**config.mk**
```make
export PLATFORM = sky130hd
export DESIGN_NAME = mem_stage
export DESIGN_NICKNAME = d
export VERILOG_FILES = /design/src/rtl/mem_stage.sv
export SDC_FILE = /design/constraint.sdc
export NUM_CORES = 1
export LEC_CHECK = 0
export CAP_MARGIN = 25
export CORE_MARGIN = 3
export CORE_UTILIZATION = 40
export DETAILED_ROUTE_END_ITERATION = 6
export GPL_TIMING_DRIVEN = 1
export HOLD_SLACK_MARGIN = 0.08
export PLACE_DENSITY = 0.77
export SYNTH_ARGS = -nofsm -noshare
export SYNTH_HDL_FRONTEND = slang
export SYNTH_SLANG_ARGS = --single-unit
```
**constraint.sdc**
```tcl
create_clock -name clk -period 20.2 [get_ports clk]
set_input_delay 4.04 -clock clk [delete_from_list [all_inputs] [get_ports clk]]
set_output_delay 4.04 -clock clk [all_outputs]
set_load 0.03 [all_outputs]
```
**src/rtl/mem_stage.sv**
```systemverilog
// rtl/mem_stage.sv - memory-access pipeline stage between EX/MEM and MEM/WB
module mem_stage #(
  parameter int DATA_W  = 64,
  parameter int TIMEOUT = 16
) (
  input  logic              clk,
  input  logic              reset,
  input  logic              valid_in,
  input  logic              RegWrite,
  input  logic              MemtoReg,
  input  logic              MemWrite,
  input  logic [DATA_W-1:0] AluResult,
  input  logic [DATA_W-1:0] Datain,
  input  logic [4:0]        Rd_in,
  output logic              stall,
  output logic              mem_req,
  output logic              mem_we,
  output logic [DATA_W-1:0] mem_addr,
  output logic [DATA_W-1:0] mem_wdata,
  input  logic [DATA_W-1:0] mem_rdata,
  input  logic              mem_ack,
  output logic              valid_out,
  output logic              RegWrite_Out,
  output logic              MemtoReg_Out,
  output logic [DATA_W-1:0] AluOut,
  output logic [DATA_W-1:0] ReadData_Out,
  output logic [4:0]        Rd_out,
  output logic              mem_err
);

  typedef enum logic {IDLE, ACCESS} state_t;

  localparam logic [31:0] TO_LAST = 32'(TIMEOUT - 1);

  state_t      state, nextState;
  logic [31:0] cnt;
  logic        latRegWrite, latMemtoReg;
  logic [4:0]  latRd;
  logic        memop, aligned, timeoutHit;

  assign memop      = valid_in & (MemtoReg | MemWrite);
  assign aligned    = (AluResult[2:0] == 3'b000);
  assign timeoutHit = (TIMEOUT != 0) && (state == ACCESS) && !mem_ack && (cnt == TO_LAST);

  // State register
  always_ff @(posedge clk or posedge reset) begin
    if (reset) state <= IDLE;
    else       state <= nextState;
  end

  // Next state and upstream stall; ack beats timeout in the same cycle
  always_comb begin
    nextState = state;
    stall     = 1'b0;
    case (state)
      IDLE: begin
        if (memop && aligned) begin
          nextState = ACCESS;
          stall     = 1'b1;
        end
      end
      ACCESS: begin
        if (mem_ack || timeoutHit) nextState = IDLE;
        else                       stall     = 1'b1;
      end
      default: nextState = IDLE;
    endcase
    if (reset) stall = 1'b0;
  end

  // Memory port, latched instruction, timeout counter and MEM/WB register
  always_ff @(posedge clk or posedge reset) begin
    if (reset) begin
      cnt          <= '0;
      mem_req      <= 1'b0;
      mem_we       <= 1'b0;
      mem_addr     <= '0;
      mem_wdata    <= '0;
      latRegWrite  <= 1'b0;
      latMemtoReg  <= 1'b0;
      latRd        <= '0;
      valid_out    <= 1'b0;
      RegWrite_Out <= 1'b0;
      MemtoReg_Out <= 1'b0;
      AluOut       <= '0;
      ReadData_Out <= '0;
      Rd_out       <= '0;
      mem_err      <= 1'b0;
    end else begin
      mem_err <= 1'b0;
      case (state)
        IDLE: begin
          if (!memop) begin
            valid_out    <= valid_in;
            RegWrite_Out <= valid_in & RegWrite & (Rd_in != 5'd0);
            MemtoReg_Out <= 1'b0;
            AluOut       <= AluResult;
            Rd_out       <= Rd_in;
          end else begin
            // Misaligned or starting an access: MEM/WB gets a bubble either way
            valid_out    <= 1'b0;
            RegWrite_Out <= 1'b0;
            MemtoReg_Out <= 1'b0;
            if (!aligned) begin
              mem_err <= 1'b1;
            end else begin
              mem_req     <= 1'b1;
              mem_we      <= MemWrite;
              mem_addr    <= AluResult;
              mem_wdata   <= Datain;
              latRegWrite <= RegWrite;
              latMemtoReg <= MemtoReg;
              latRd       <= Rd_in;
              cnt         <= '0;
            end
          end
        end
        ACCESS: begin
          if (mem_ack) begin
            mem_req      <= 1'b0;
            valid_out    <= 1'b1;
            RegWrite_Out <= latRegWrite & (latRd != 5'd0);
            MemtoReg_Out <= latMemtoReg;
            AluOut       <= mem_addr;
            Rd_out       <= latRd;
            if (!mem_we) ReadData_Out <= mem_rdata;
          end else begin
            valid_out    <= 1'b0;
            RegWrite_Out <= 1'b0;
            MemtoReg_Out <= 1'b0;
            if (timeoutHit) begin
              mem_req <= 1'b0;
              mem_err <= 1'b1;
            end else begin
              cnt <= cnt + 32'd1;
            end
          end
        end
        default: mem_req <= 1'b0;
      endcase
    end
  end

endmodule

```
### Word-level counts from Yosys, hierarchy flattened

Cells that the tools add are included.

* input port bits: 204
* output and inout port bits: 268
* logic and storage cells: 78
* register bits after elaboration: 307

* bitwise logic cells: 7
* add/subtract/negate cells: 1
* multiplexer cells: 33
* equality and inequality tests: 8
* reduce and logical (&&, ||, !) cells: 13

Operators by type and width (number)
* 32-bit 2-to-1 mux: 4
* 64-bit 2-to-1 mux: 2
* 64-bit one-hot mux with 2 select lines: 1
* 32-bit one-hot mux with 2 select lines: 1
* 32-bit by 1-bit adder with 32-bit output (second input constant): 1
* 32-bit by 4-bit == test with 1-bit output (second input constant): 1
* 1-bit 2-to-1 mux: 16
* 2-bit inequality test (second input constant): 6
* 1-bit one-hot mux with 2 select lines: 6
* 5-bit 2-to-1 mux: 2
* 5-bit one-hot mux with 2 select lines: 1
* 5-bit nonzero test: 2
* 3-bit AND reduction: 3
* 1-bit AND: 4
* 4-bit AND reduction: 1
* 1-bit logical AND: 3
* 3-bit logical NOT: 1
* 3-bit by 2-bit inequality test with 1-bit output (second input constant): 1
* 1-bit inverter: 2
* 2-bit AND reduction: 1
* 1-bit logical NOT: 1
* 1-bit logical OR: 1
* 1-bit bitwise OR: 1

### Depth between registers and ports, before layout

* word-level depth: 7
* mapped depth: 9
* gate-level depth less buffers: 7

### Worst setup path before layout

Ideal clock, no wire load.

* path type: input -> output
* from: input valid_in
* to: output stall
* stages: 6
* arrival time: 5376 ps
* slack: 10784 ps
* buffers on the path: 1
* data required time: 16160 ps
* cells stage by stage: nor2b_1 o21ai_0 nor2b_1 clkbuf_1 nor2_8 nor2_1

* cells in the longest elaborated chain, start to end: 5

Ends and longest elaborated chain
* from (decl): line 8 `input logic valid_in,`
* 1-bit AND: line 41 `assign memop = valid_in & (MemtoReg | MemWrite);`
* 1-bit logical AND: line 57 `if (memop && aligned) begin`
* 1-bit 2-to-1 mux: line 57
* 1-bit one-hot mux with 2 select lines: line 55 `case (state)`
* 1-bit 2-to-1 mux: line 68 `if (reset) stall = 1'b0;`
* to (decl): line 15 `output logic stall,`

No other way between the ends.

### Worst setup path in the final report

* from: input AluResult[2]
* to: output stall

* cells in the longest elaborated chain, start to end: 5

Ends and longest elaborated chain
* from (decl): line 12 `input logic [DATA_W-1:0] AluResult,`
* 3-bit logical NOT: line 42 `assign aligned = (AluResult[2:0] == 3'b000);`
* 1-bit logical AND: line 57
* 1-bit 2-to-1 mux: line 57
* 1-bit one-hot mux with 2 select lines: line 55
* 1-bit 2-to-1 mux: line 68

No other way between the ends.

==> results.ini <==
[synth]
syn-cell-area_mm2=0.0126
ys_types=46
yosys.area.top_type=dfrtp_1
yosys_warnings=0
netlist.area_leader.share=0.607
synth_edf_count=0
synthArstFlopShare=1.00
ys_ff_latch=307
synth_cells=1241
synth_ff_type=dfrtp_1
ys_top_cells_by_area=dfrtp_1 61%, nand2_1 15%, mux2i_1 6.0%
ys_seq_area_frac=0.607
synthesis.nets=1446
avgSynthCellArea_um2=10.2

[critical_path]
cpPeakStageDelay_ps=680
path_max_fanout=65
r2r_start=state
crit_buf_inv=3
slowest_stage=buf_4
cp.required_ps=16160
cp_cell_sequence=clkdlybuf4s50_1 > nor3_1 > nor2b_4 > buf_4 > nor2_8 > nor2_1 > clkdlybuf4s50_1
critical_path_class=in2out
crit_family=buffers and inverters
r2r.worst_path.cells=7
timing.rr.end=mem_wdata[58]
crit_top_cell=clkdlybuf4s50_1
setup.worst_path.start_class=primary input
r2r_slack_ps=16890
end_kind=output pin
crit_start=AluResult[2]
worstPathArrival_ps=6830

[sta]
slew_headroom=0.326
final.period_utilization=0.538
worst_pin_slew_ps=1010
clock.fmax_mhz=92.0
fin_skew_ps=21.9
finalCriticalPeriod_ps=10870
holdWs_ps=468
setup-violations-final=0
hold_viol=0
drv_slew=0
timing.setup.tns_ps=0
rsz0062_at_grt=no

[pwr]
p_leak_nw=8.49
cellPowerDensity_mw_per_mm2=114
peakVddDrop_mv=0.0836

[clock_network]
postCtsHoldBufs=0
cts_num_sinks=307
clk_pin_slew_ps=50
clk_latency_ps=510
ctsResizeCount=0
cts_buffers=36
cts_max_path_buffers=3
cts_root_buf=clkbuf_16
cts_tree=yes
htreeDepth=2
cts_setup_buffers=0

[grt]
antenna_found_initial=2
overflow=0
gr-usage-all-layers=0.231
grt_pass1_vias=10780
grt_max_degree=84
grt_pass1_wl_um=61500

[floorplan]
num_rows=64
chipHeight_um=184
io_pins=472
coreArea_mm2=0.0309
initial_core_util=0.409
dieArea_mm2=0.0338
die_w_um=184

[placed_design]
gp_congestion=0.827
numPortBuffers=471
hpwl_um=28600

[detailed_routing]
routed_via_density=5.00
vias=10580
first_pass_iters=5
ant_nets=0
drc=0
routedWlPerCell_um=19.0
drt-initial-drc-count=509
wl_um=40200

[status]
status=finished, final reports clean

[final_layout]
layout.nets=1898
drive_gt1_frac=0.0844
area_growth_pct=49.7
final_util=0.612

[worst_hold_path]
holdCritStartpoint=mem_wdata[11]
worstHoldEndpoint=mem_wdata[11]
hold_path.class=reg2reg
whs_path_depth=2

[run]
drv_cap=0

-- cells in the final DEF (no fill, tap or decap), types with 6 or more instances in the layout --
cell type and count:
a21oi_1 11, a31oi_1 17, and3_1 12, buf_4 11
clkbuf_1 7, clkbuf_16 37, clkbuf_8 8, clkdlybuf4s50_1 471
clkinv_2 6, dfrtp_1 306, mux2_2 64, mux2i_1 76
nand2_1 496, nand3_1 19, nand4_1 10, nor2_1 12
nor4_1 7, o21ai_0 79
-- cell usage after synthesis (all sizes together), types with 8 or more instances --
| library cell | number |
|---|---|
| nor2 | 13 |
| o21ai | 80 |
| mux2i | 76 |
| nand4 | 10 |
| and3 | 12 |
| dfrtp | 307 |
| nand3 | 20 |
| a21oi | 11 |
| nand2 | 497 |
| clkbuf | 59 |
| a31oi | 17 |
| mux2 | 64 |
| buf | 11 |
| nor4 | 8 |
-- metal layers --
metal,routed length [µm],GRT usage,vias to the layer above
met5,0,0,-
met4,1480,0.0813,0
met3,2880,0.0681,77
met2,20100,0.391,342
met1,15800,0.284,5122
li1,-,-,5039
-- worst reg2reg max path, stage by stage (launching register included) --
cell and delay (ps):
dfrtp_4 720, nor2b_1 330, o21ai_0 320, nor2b_4 170
buf_4 680, buf_4 780, nand2_1 160, nand2_1 90
-- metrics by stage --
| step | setup slack (ps) | cell area [µm²] | cells | power [W] |
|---|---|---|---|---|
| 2_1_floorplan | 7670 | 12600 | 1241 | 0.00118 |
| 6_report | 9330 | 18900 | 2117 | 0.00216 |
| 3_3_place_gp | 9300 | 17700 | 2049 | 0.00152 |
| 4_1_cts | 9310 | 18900 | 2114 | 0.00218 |
| 5_1_grt | 9150 | 18900 | 2117 | 0.00226 |
| 3_5_place_dp | 9320 | 17700 | 2050 | 0.00153 |
-- layout make-up --
cell class,instances,area (µm²)
diodes,2,5.00
fillers,2558,12000
clock buffers,52,1060
repair buffers,484,4850
clock inverters,12,123
flip-flops and latches,307,7690
well taps,396,495
inverters,6,32.5
multi-input cells,858,4670
-- cell families (layout without fill, tap and decap cells) --
logic type,count (synthesis),after routing,share of synthesized area
buffers and inverters,76,554,0.0240
adders and majority gates,1,1,0.000989
AOI/OAI and AO/OA,128,128,0.0583
and+or+nand+nor,589,589,0.192
muxes,140,140,0.117
other,0,2,0
DFF,307,307,0.607
-- power breakdown --
group,leakage [nW],internal (W),switching [W]
logic,4.05,0.000299,0.000401
clock network,0.583,0.000392,0.000252
registers,3.86,0.000738,0.0000801
-- sequential cells by signal (all words and copies together) (netlist names), 5 cells and up --
register and count:
Rd_out 5, latRd 5, AluOut 64, mem_wdata 64
mem_addr 64, ReadData_Out 64, cnt 32
-- worst max-delay path by stage --
stage / endpoint / cells past startpoint
6_report: stall / 7
3_5_place_dp: stall / 7
2_1_floorplan: AluOut[0] / 1
4_1_cts: stall / 7
5_1_grt: stall / 8
3_3_place_gp: stall / 7
Note: power is estimated with default switching activity, not from simulation.
